===== config.mk =====
export PLATFORM = sky130hd
export DESIGN_NAME = command_dispatcher
export DESIGN_NICKNAME = d
export VERILOG_FILES = /design/src/rtl/command_dispatcher.sv
export SDC_FILE = /design/constraint.sdc
export NUM_CORES = 1
export LEC_CHECK = 0
export CAP_MARGIN = 20
export CELL_PAD_IN_SITES_DETAIL_PLACEMENT = 2
export CELL_PAD_IN_SITES_GLOBAL_PLACEMENT = 2
export CORE_AREA = 2 2 126 103
export CTS_CLUSTER_SIZE = 20
export DETAILED_ROUTE_END_ITERATION = 8
export DIE_AREA = 0 0 128 105
export HOLD_SLACK_MARGIN = 0.08
export PLACE_DENSITY_LB_ADDON = 0.1
export SLEW_MARGIN = 40
export SYNTH_ARGS = -nofsm -noshare
export SYNTH_HDL_FRONTEND = slang
export SYNTH_SLANG_ARGS = --single-unit

===== constraint.sdc =====
create_clock -name clock -period 3.3 [get_ports clock]
set_clock_uncertainty 0.1 [all_clocks]
set_input_delay 0.99 -clock clock [delete_from_list [all_inputs] [get_ports clock]]
set_output_delay 0.99 -clock clock [all_outputs]
set_load 0.01 [all_outputs]

===== src/rtl/command_dispatcher.sv =====
// Host command dispatcher: pops command words, runs bus ops through the protocol facade,
// drives aux pins and delays locally, and pushes one response word per response-producing op.
module command_dispatcher #(
  parameter int unsigned FIFO_WIDTH = 16,
  parameter int unsigned CMD_WIDTH  = 8,
  parameter int unsigned DATA_WIDTH = 8,
  parameter int unsigned AUX_PINS   = 4
) (
  input  logic                  clock,
  input  logic                  reset,
  input  logic                  in_fifo_out_nempty,
  input  logic [FIFO_WIDTH-1:0] in_fifo_out_data,
  output logic                  in_fifo_out_pop,
  input  logic                  out_fifo_in_full,
  output logic                  out_fifo_in_shift,
  output logic [FIFO_WIDTH-1:0] out_fifo_in_data,
  output logic                  periph_go,
  output logic [1:0]            periph_op,
  output logic [DATA_WIDTH-1:0] periph_wdata,
  input  logic [DATA_WIDTH-1:0] periph_rdata,
  input  logic                  periph_data_ready,
  output logic [AUX_PINS-1:0]   aux_out,
  output logic [AUX_PINS-1:0]   aux_oe,
  input  logic [AUX_PINS-1:0]   aux_in,
  output logic                  busy
);

  localparam int unsigned CntWidth = 17;

  localparam logic [CMD_WIDTH-1:0] OpData       = CMD_WIDTH'(8'h00);
  localparam logic [CMD_WIDTH-1:0] OpStart      = CMD_WIDTH'(8'h01);
  localparam logic [CMD_WIDTH-1:0] OpStop       = CMD_WIDTH'(8'h02);
  localparam logic [CMD_WIDTH-1:0] OpAuxLow     = CMD_WIDTH'(8'h10);
  localparam logic [CMD_WIDTH-1:0] OpAuxHigh    = CMD_WIDTH'(8'h11);
  localparam logic [CMD_WIDTH-1:0] OpAuxHiz     = CMD_WIDTH'(8'h12);
  localparam logic [CMD_WIDTH-1:0] OpAuxRead    = CMD_WIDTH'(8'h13);
  localparam logic [CMD_WIDTH-1:0] OpDelayShort = CMD_WIDTH'(8'h20);
  localparam logic [CMD_WIDTH-1:0] OpDelayLong  = CMD_WIDTH'(8'h21);
  localparam logic [CMD_WIDTH-1:0] ErrTag       = '1;

  typedef enum logic [2:0] {StIdle, StExec, StPeriphWait, StRespond, StDelay} state_e;

  state_e                  state_q, state_d;
  logic [FIFO_WIDTH-1:0]   cmd_q, cmd_d;
  logic [FIFO_WIDTH-1:0]   resp_q, resp_d;
  logic [CntWidth-1:0]     cnt_q, cnt_d;
  logic [AUX_PINS-1:0]     aux_out_q, aux_out_d;
  logic [AUX_PINS-1:0]     aux_oe_q, aux_oe_d;

  logic [CMD_WIDTH-1:0]    opcode;
  logic [DATA_WIDTH-1:0]   payload;
  logic                    is_periph;
  logic                    idx_valid;
  logic                    idx_in;
  logic [AUX_PINS-1:0]     idx_mask;
  logic [FIFO_WIDTH-1:0]   err_word;

  assign opcode    = cmd_q[FIFO_WIDTH-1 -: CMD_WIDTH];
  assign payload   = cmd_q[DATA_WIDTH-1:0];
  assign is_periph = (opcode == OpData) || (opcode == OpStart) || (opcode == OpStop);
  assign err_word  = {ErrTag, DATA_WIDTH'(opcode)};

  // Payload-to-pin decode; out-of-range indices leave idx_valid low.
  always_comb begin
    idx_valid = 1'b0;
    idx_in    = 1'b0;
    idx_mask  = '0;
    for (int unsigned i = 0; i < AUX_PINS; i++) begin
      if (payload == DATA_WIDTH'(i)) begin
        idx_valid   = 1'b1;
        idx_in      = aux_in[i];
        idx_mask[i] = 1'b1;
      end
    end
  end

  always_comb begin
    state_d           = state_q;
    cmd_d             = cmd_q;
    resp_d            = resp_q;
    cnt_d             = cnt_q;
    aux_out_d         = aux_out_q;
    aux_oe_d          = aux_oe_q;
    in_fifo_out_pop   = 1'b0;
    out_fifo_in_shift = 1'b0;
    out_fifo_in_data  = resp_q;
    periph_go         = 1'b0;
    periph_op         = 2'd0;
    periph_wdata      = '0;

    case (state_q)
      StIdle: begin
        if (in_fifo_out_nempty) begin
          in_fifo_out_pop = 1'b1;
          cmd_d           = in_fifo_out_data;
          state_d         = StExec;
        end
      end
      StExec: begin
        case (opcode)
          OpData, OpStart, OpStop: begin
            // Only start a bus op when its result is guaranteed a slot.
            if (!out_fifo_in_full) begin
              periph_go = 1'b1;
              state_d   = StPeriphWait;
            end
          end
          OpAuxLow, OpAuxHigh, OpAuxHiz: begin
            if (idx_valid) begin
              if (opcode == OpAuxHiz) begin
                aux_oe_d = aux_oe_q & ~idx_mask;
              end else if (opcode == OpAuxHigh) begin
                aux_oe_d  = aux_oe_q | idx_mask;
                aux_out_d = aux_out_q | idx_mask;
              end else begin
                aux_oe_d  = aux_oe_q | idx_mask;
                aux_out_d = aux_out_q & ~idx_mask;
              end
              state_d = StIdle;
            end else begin
              resp_d  = err_word;
              state_d = StRespond;
            end
          end
          OpAuxRead: begin
            resp_d  = idx_valid ? {opcode, {(DATA_WIDTH-1){1'b0}}, idx_in} : err_word;
            state_d = StRespond;
          end
          OpDelayShort: begin
            cnt_d   = CntWidth'(payload) + CntWidth'(1);
            state_d = StDelay;
          end
          OpDelayLong: begin
            cnt_d   = (CntWidth'(payload) + CntWidth'(1)) << 8;
            state_d = StDelay;
          end
          default: begin
            resp_d  = err_word;
            state_d = StRespond;
          end
        endcase
      end
      StPeriphWait: begin
        if (periph_data_ready) begin
          out_fifo_in_shift = 1'b1;
          out_fifo_in_data  = {opcode, periph_rdata};
          state_d           = StIdle;
        end
      end
      StRespond: begin
        if (!out_fifo_in_full) begin
          out_fifo_in_shift = 1'b1;
          state_d           = StIdle;
        end
      end
      StDelay: begin
        if (cnt_q <= CntWidth'(1)) begin
          cnt_d   = '0;
          state_d = StIdle;
        end else begin
          cnt_d = cnt_q - CntWidth'(1);
        end
      end
      default: state_d = StIdle;
    endcase

    if ((state_q == StExec && is_periph) || state_q == StPeriphWait) begin
      periph_op    = opcode[1:0];
      periph_wdata = payload;
    end

    // Reset wins in its own cycle: no strobes escape while it is asserted.
    if (reset) begin
      in_fifo_out_pop   = 1'b0;
      out_fifo_in_shift = 1'b0;
      out_fifo_in_data  = '0;
      periph_go         = 1'b0;
      periph_op         = 2'd0;
      periph_wdata      = '0;
    end
  end

  always_ff @(posedge clock) begin
    if (reset) begin
      state_q   <= StIdle;
      cmd_q     <= '0;
      resp_q    <= '0;
      cnt_q     <= '0;
      aux_out_q <= '0;
      aux_oe_q  <= '0;
    end else begin
      state_q   <= state_d;
      cmd_q     <= cmd_d;
      resp_q    <= resp_d;
      cnt_q     <= cnt_d;
      aux_out_q <= aux_out_d;
      aux_oe_q  <= aux_oe_d;
    end
  end

  assign aux_out = aux_out_q;
  assign aux_oe  = aux_oe_q;
  assign busy    = (state_q != StIdle) || in_fifo_out_nempty;

endmodule


Word level (Yosys, flattened, before mapping)
Index checks and enable logic that the tools add are counted.
{"block": "classes", "addsub": 2, "mul": 0, "div": 0, "n_lt_le_gt_ge": 1, "n_eq_ne": 22, "shift": 0, "mux": 44, "bitwise": 7, "n_reduce_logical": 20}
{"operator": "$mux W16", "n": 5}
{"operator": "$pmux W17 S2", "n": 2}
{"operator": "$pmux W16 S3", "n": 1}
{"operator": "$eq A8 B5 Y1 const B", "n": 4}
{"operator": "$eq A8 B2 Y1 const B", "n": 3}
{"operator": "$mux W1", "n": 20}
{"operator": "$le A17 B1 Y1 const B", "n": 1}
{"operator": "$mux W17", "n": 1}
{"operator": "$sub A17 B1 Y17 const B", "n": 1}
{"operator": "$eq A8 B1 Y1 const B", "n": 2}
{"operator": "$eq A8 B6 Y1 const B", "n": 2}
{"operator": "$logic_not A8 Y1", "n": 2}
{"operator": "$mux W8", "n": 2}
{"operator": "$mux W3", "n": 5}
{"operator": "$pmux W3 S5", "n": 1}
{"operator": "$ne A2 B2 Y1 const B", "n": 5}
{"operator": "$add A8 B1 Y9 const B", "n": 1}
{"operator": "$pmux W3 S3", "n": 1}
{"operator": "$and A4 B4 Y4", "n": 2}
{"operator": "$mux W4", "n": 2}
{"operator": "$or A4 B4 Y4", "n": 2}
{"operator": "$eq A3 B2 Y1 const B", "n": 2}
{"operator": "$mux W2", "n": 3}
{"operator": "$reduce_and A3 Y1", "n": 2}
{"operator": "18 further kinds", "n": 24}
{"block": "word_totals", "ff_bits": 60, "latch_bits": 0, "mem_bits_rw": 0, "mem_bits_ro": 0, "input_bits": 33, "output_inout_bits": 38, "elab_cells": 102, "mem_count": 0}

Depth between registers and ports, before layout
{"block": "logic_depth", "depth_word": 8, "depth_mapped": 8, "mapped_depth_nobuf": 7}

Worst setup path after synthesis
OpenSTA, ideal clock, no wires.
{"block": "synth_path", "path_kind": "in2out", "from": "input reset", "to": "output out_fifo_in_data[10]", "arrival_time_ns": 1.884, "t_required_ns": 2.210, "setup_slack_ns": 0.326, "path_stages": 4, "n_path_buf": 3, "path_cell_list": "clkbuf_1 clkbuf_1 clkbuf_1 a21oi_1"}
{"block": "synth_between", "elab_chain_cells": 1}
{"item": "from (decl)", "line_no": "10", "source": "input logic reset,"}
{"item": "$mux W16", "line_no": "173", "source": "if (reset) begin"}
{"item": "to (decl)", "line_no": "16", "source": "output logic [FIFO_WIDTH-1:0] out_fifo_in_data,"}
No other way between the ends.

Worst setup path in the final report
{"block": "layout_path", "from": "input out_fifo_in_full", "to": "output out_fifo_in_shift"}
{"block": "layout_between", "elab_chain_cells": 3}
{"item": "from (decl)", "line_no": "14", "source": "input logic out_fifo_in_full,"}
{"item": "$mux W1", "line_no": "151", "source": "if (!out_fifo_in_full) begin"}
{"item": "$pmux W1 S2", "line_no": "91", "source": "case (state_q)"}
{"item": "$mux W1", "line_no": "173"}
{"item": "to (decl)", "line_no": "15", "source": "output logic out_fifo_in_shift,"}
No other way between the ends.

==> results by group <==
Die
  – Core Region: 12100 um^2
  – Die height: 105 um
  – Total die area: 13400 um^2
  – I/O Pins: 71
  – Starting Density: 28.8%
  – Row count: 36
  – Die Span X: 128 um

Outcome
  – Status: completed

Setup path
  – CP max stage cell: clkdlybuf4s50_1
  – Req. time, crit path: 2.21 ns
  – Worst R2R Start: cmd_q[0]
  – End of the worst register-to-register path: resp_q[3]
  – Worst reg2reg path depth: 8
  – CP endpoint kind: output port
  – Worst Setup EP: out_fifo_in_shift
  – WS Path Type: primary input to output port
  – Reg2reg setup slack: 0.38 ns
  – Worst Setup SP: out_fifo_in_full
  – Crit-path max FO: 2
  – Crit-path leading delay family: buffers and inverters
  – Cell breakdown of the critical path: clkdlybuf4s50_1 > nand2_1 > o21ai_1 > nor3_1 > dlygate4sd2_1
  – CP Buf/Inv Count: 2
  – Critical path depth: 5
  – Crit path launch type: primary input
  – Max incr delay on CP: 0.46 ns
  – CP arrival: 2.12 ns

Global route
  – Met1 usage in global routing: 29.5%
  – Global route overflow: 0
  – Met3 Resource Use GR: 4.35%
  – Antenna violations before repair: 0
  – M2 GR Usage: 34.0%
  – Pin count of the biggest net entering global routing: 26
  – First-pass GRT wire length: 22300 um
  – Vias in the first global route: 4001
  – GRT Total Usage: 21.4%
  – GRT busiest layer: met2

Yosys
  – Syn Area/Cell: 7.52 um^2
  – EDFF count, synth: 0
  – Share of the synthesized area in the top cell type: 34.6%
  – Mux contribution to synthesized area: 2.88%
  – Post-synthesis simple-gate area fraction: 29.0%
  – Async set-reset flop share out of synthesis: 0%
  – Main combinational cell family by area after synthesis: simple AND/OR/NAND/NOR gates
  – Adder-Cell Fraction of Synth Area: 2.16%
  – Post-synthesis net count: 501
  – Area contributors post-synth: dfxtp_1 (35%), nand2_1 (9.2%), a21oi_1 (7.8%)
  – Sequential-to-total area share from yosys stat: 34.6%
  – XOR/XNOR Fraction of Synth Area: 2.52%
  – Cells after synthesis: 462
  – Ys Warns: 0
  – Yosys cell types: 55
  – Synthesized area: 3470 um^2
  – Area leader, netlist: dfxtp_1
  – Dominant synthesized flop cell: dfxtp_1
  – Compound-Gate Fraction of Synth Area: 23.0%
  – FF+latch count, synth: 60

Placed design
  – Dpl hpwl: 10200 um
  – Post-placement cell count: 688
  – Place WS: -0.455 ns
  – Port buffer count: 70
  – RD Place Congestion: 0.842

STA
  – Hold Vio Cnt, Final: 0
  – Max-Slew Margin vs Limit: 49.3%
  – Final Worst Setup Slack: 0.0887 ns
  – Unrepaired setup endpoints after global routing: false
  – # setup viols final: 0
  – Fmax: 311 MHz
  – Final Critical Period: 3.21 ns
  – Worst-margin pin slew: 0.754 ns
  – Max-slew violations: 0
  – Final worst-path cycle share: 97.3%

Final layout
  – Nets: 586
  – Antenna diodes: 0
  – Share of cells above drive strength 1: 15.2%
  – FF/Latch Area: 1200 um^2
  – Non-Filler Instances: 703
  – Filler cells: 1416
  – Area grow syn2layout: 36.9%
  – Multi-input logic area: 2120 um^2

Routing
  – DRT Pass-1 Iters: 4
  – Via count: 3683
  – Final ANT Viol Nets: 0
  – Post-Route WL: 13800 um
  – Via/cell ratio: 5.24
  – Detailed Route Iter0 Violations: 135
  – DR WL/cell: 19.6 um
  – Drt drc: 0

Clock network
  – Root Buffer: clkbuf_16
  – Hold_buf cts: 0
  – Clk Latency, worst-skew pair: 0.33 ns
  – CTS tree: yes
  – TritonCTS Sinks: 60
  – Clock buffer depth: 2
  – CTS H-tree depth: 3
  – Cts bufs inserted: 9
  – Clock slew at reported path FFs: 0.05 ns

Hold path
  – Hold Path Class: flip-flop to flip-flop

Power and ir drop
  – PD cells: 487 nW/um^2
  – Max VDD drop: 0.000215 V
  – Pleak: 1.83 nW

Flow run
  – # Max-Cap Violations: 0
## metrics by stage
step | TNS, ns | cell area [um^2] | power, mW | util (%) | hold WS, ns
finish | 0 | 4760 | 2.32 | 39.4 | 0.368
CTS | 0 | 4750 | 2.34 | 39.3 | 0.372
floorplan | 0 | 3470 | 1.17 | - | 0.340
global route | 0 | 4760 | 2.43 | 39.4 | 0.392
global placement | -5.66 | 4500 | 1.42 | 37.3 | 0.348
detailed placement | -6.70 | 4500 | 1.45 | 37.3 | 0.361
## synth_stat cells (all sizes together), types with 5 or more instances
master / n
nand2: 85
dfxtp: 60
a21oi: 54
nor2: 36
clkbuf: 22
inv: 18
nand3: 17
and2: 14
o21ai: 13
nand2b: 11
mux2i: 10
nor3: 10
buf: 9
o21a: 9
o32ai: 9
nor4: 8
a31oi: 6
ha: 6
or3: 6
a211oi: 5
xnor2: 5
xor2: 5
## worst min-delay path by stage
stage	cells after the start	endpoint	slack (ns)	from
final	1	resp_q[15]	0.37	resp_q[15]
after global routing	1	resp_q[10]	0.39	resp_q[10]
after CTS	2	resp_q[4]	0.37	resp_q[4]
after detailed placement	1	resp_q[15]	0.36	resp_q[15]
after global placement	1	resp_q[13]	0.35	resp_q[13]
after floorplan	2	resp_q[12]	0.34	resp_q[12]
## logic make-up after synthesis
kind of cell    after synthesis
simple gates                205
compound gates              122
flops                        60
buf+inv                      49
xor+xnor                     10
mux                          10
fa+ha+maj                     6
## layout make-up
type	instances	area share (%)
tap	152	4.00
clock inverter	2	0.210
multi-input combinational	353	44.5
sequential	60	25.2
inverter	18	1.42
clock buffer	13	5.47
timing repair buffer	105	19.2
## placed cells by master, fill, tap and decap left out, types with 3 or more instances in the layout
master,instances
nor2_1,34
clkdlybuf4s50_1,38
buf_4,33
a31oi_1,5
nand4_1,3
nand3_1,17
buf_2,12
a22oi_1,3
o21a_1,9
nand2b_1,11
nand2_1,83
xor2_1,5
mux2i_1,10
o32ai_1,9
o21ai_0,12
ha_1,6
inv_1,18
nor3_1,10
a211oi_1,5
dlygate4sd2_1,14
a32oi_1,3
dfxtp_1,60
nor4_1,7
clkdlybuf4s15_2,5
clkbuf_16,9
a21oi_1,54
xnor2_1,5
or3_1,6
and2_1,13
## per-layer routing
layer,share of wire [%],wire length [um]
met3,3.8,526
met2,46,6290
met5,0,0
met4,0.87,120
met1,50,6870
## timing repair
action,in CTS,in global routing
pin swaps,0,0
setup endpoints to repair,30,1
buffers inserted,0,0
gates resized for setup,86,2
## power by group
group          internal (mW)  total, mW  leakage (nW)  switching [mW]
clock network          0.542      0.876         0.135           0.333
registers              0.777      0.825         0.487          0.0479
logic                  0.259      0.616          1.21           0.357
Power figures use the tool's default switching activity.
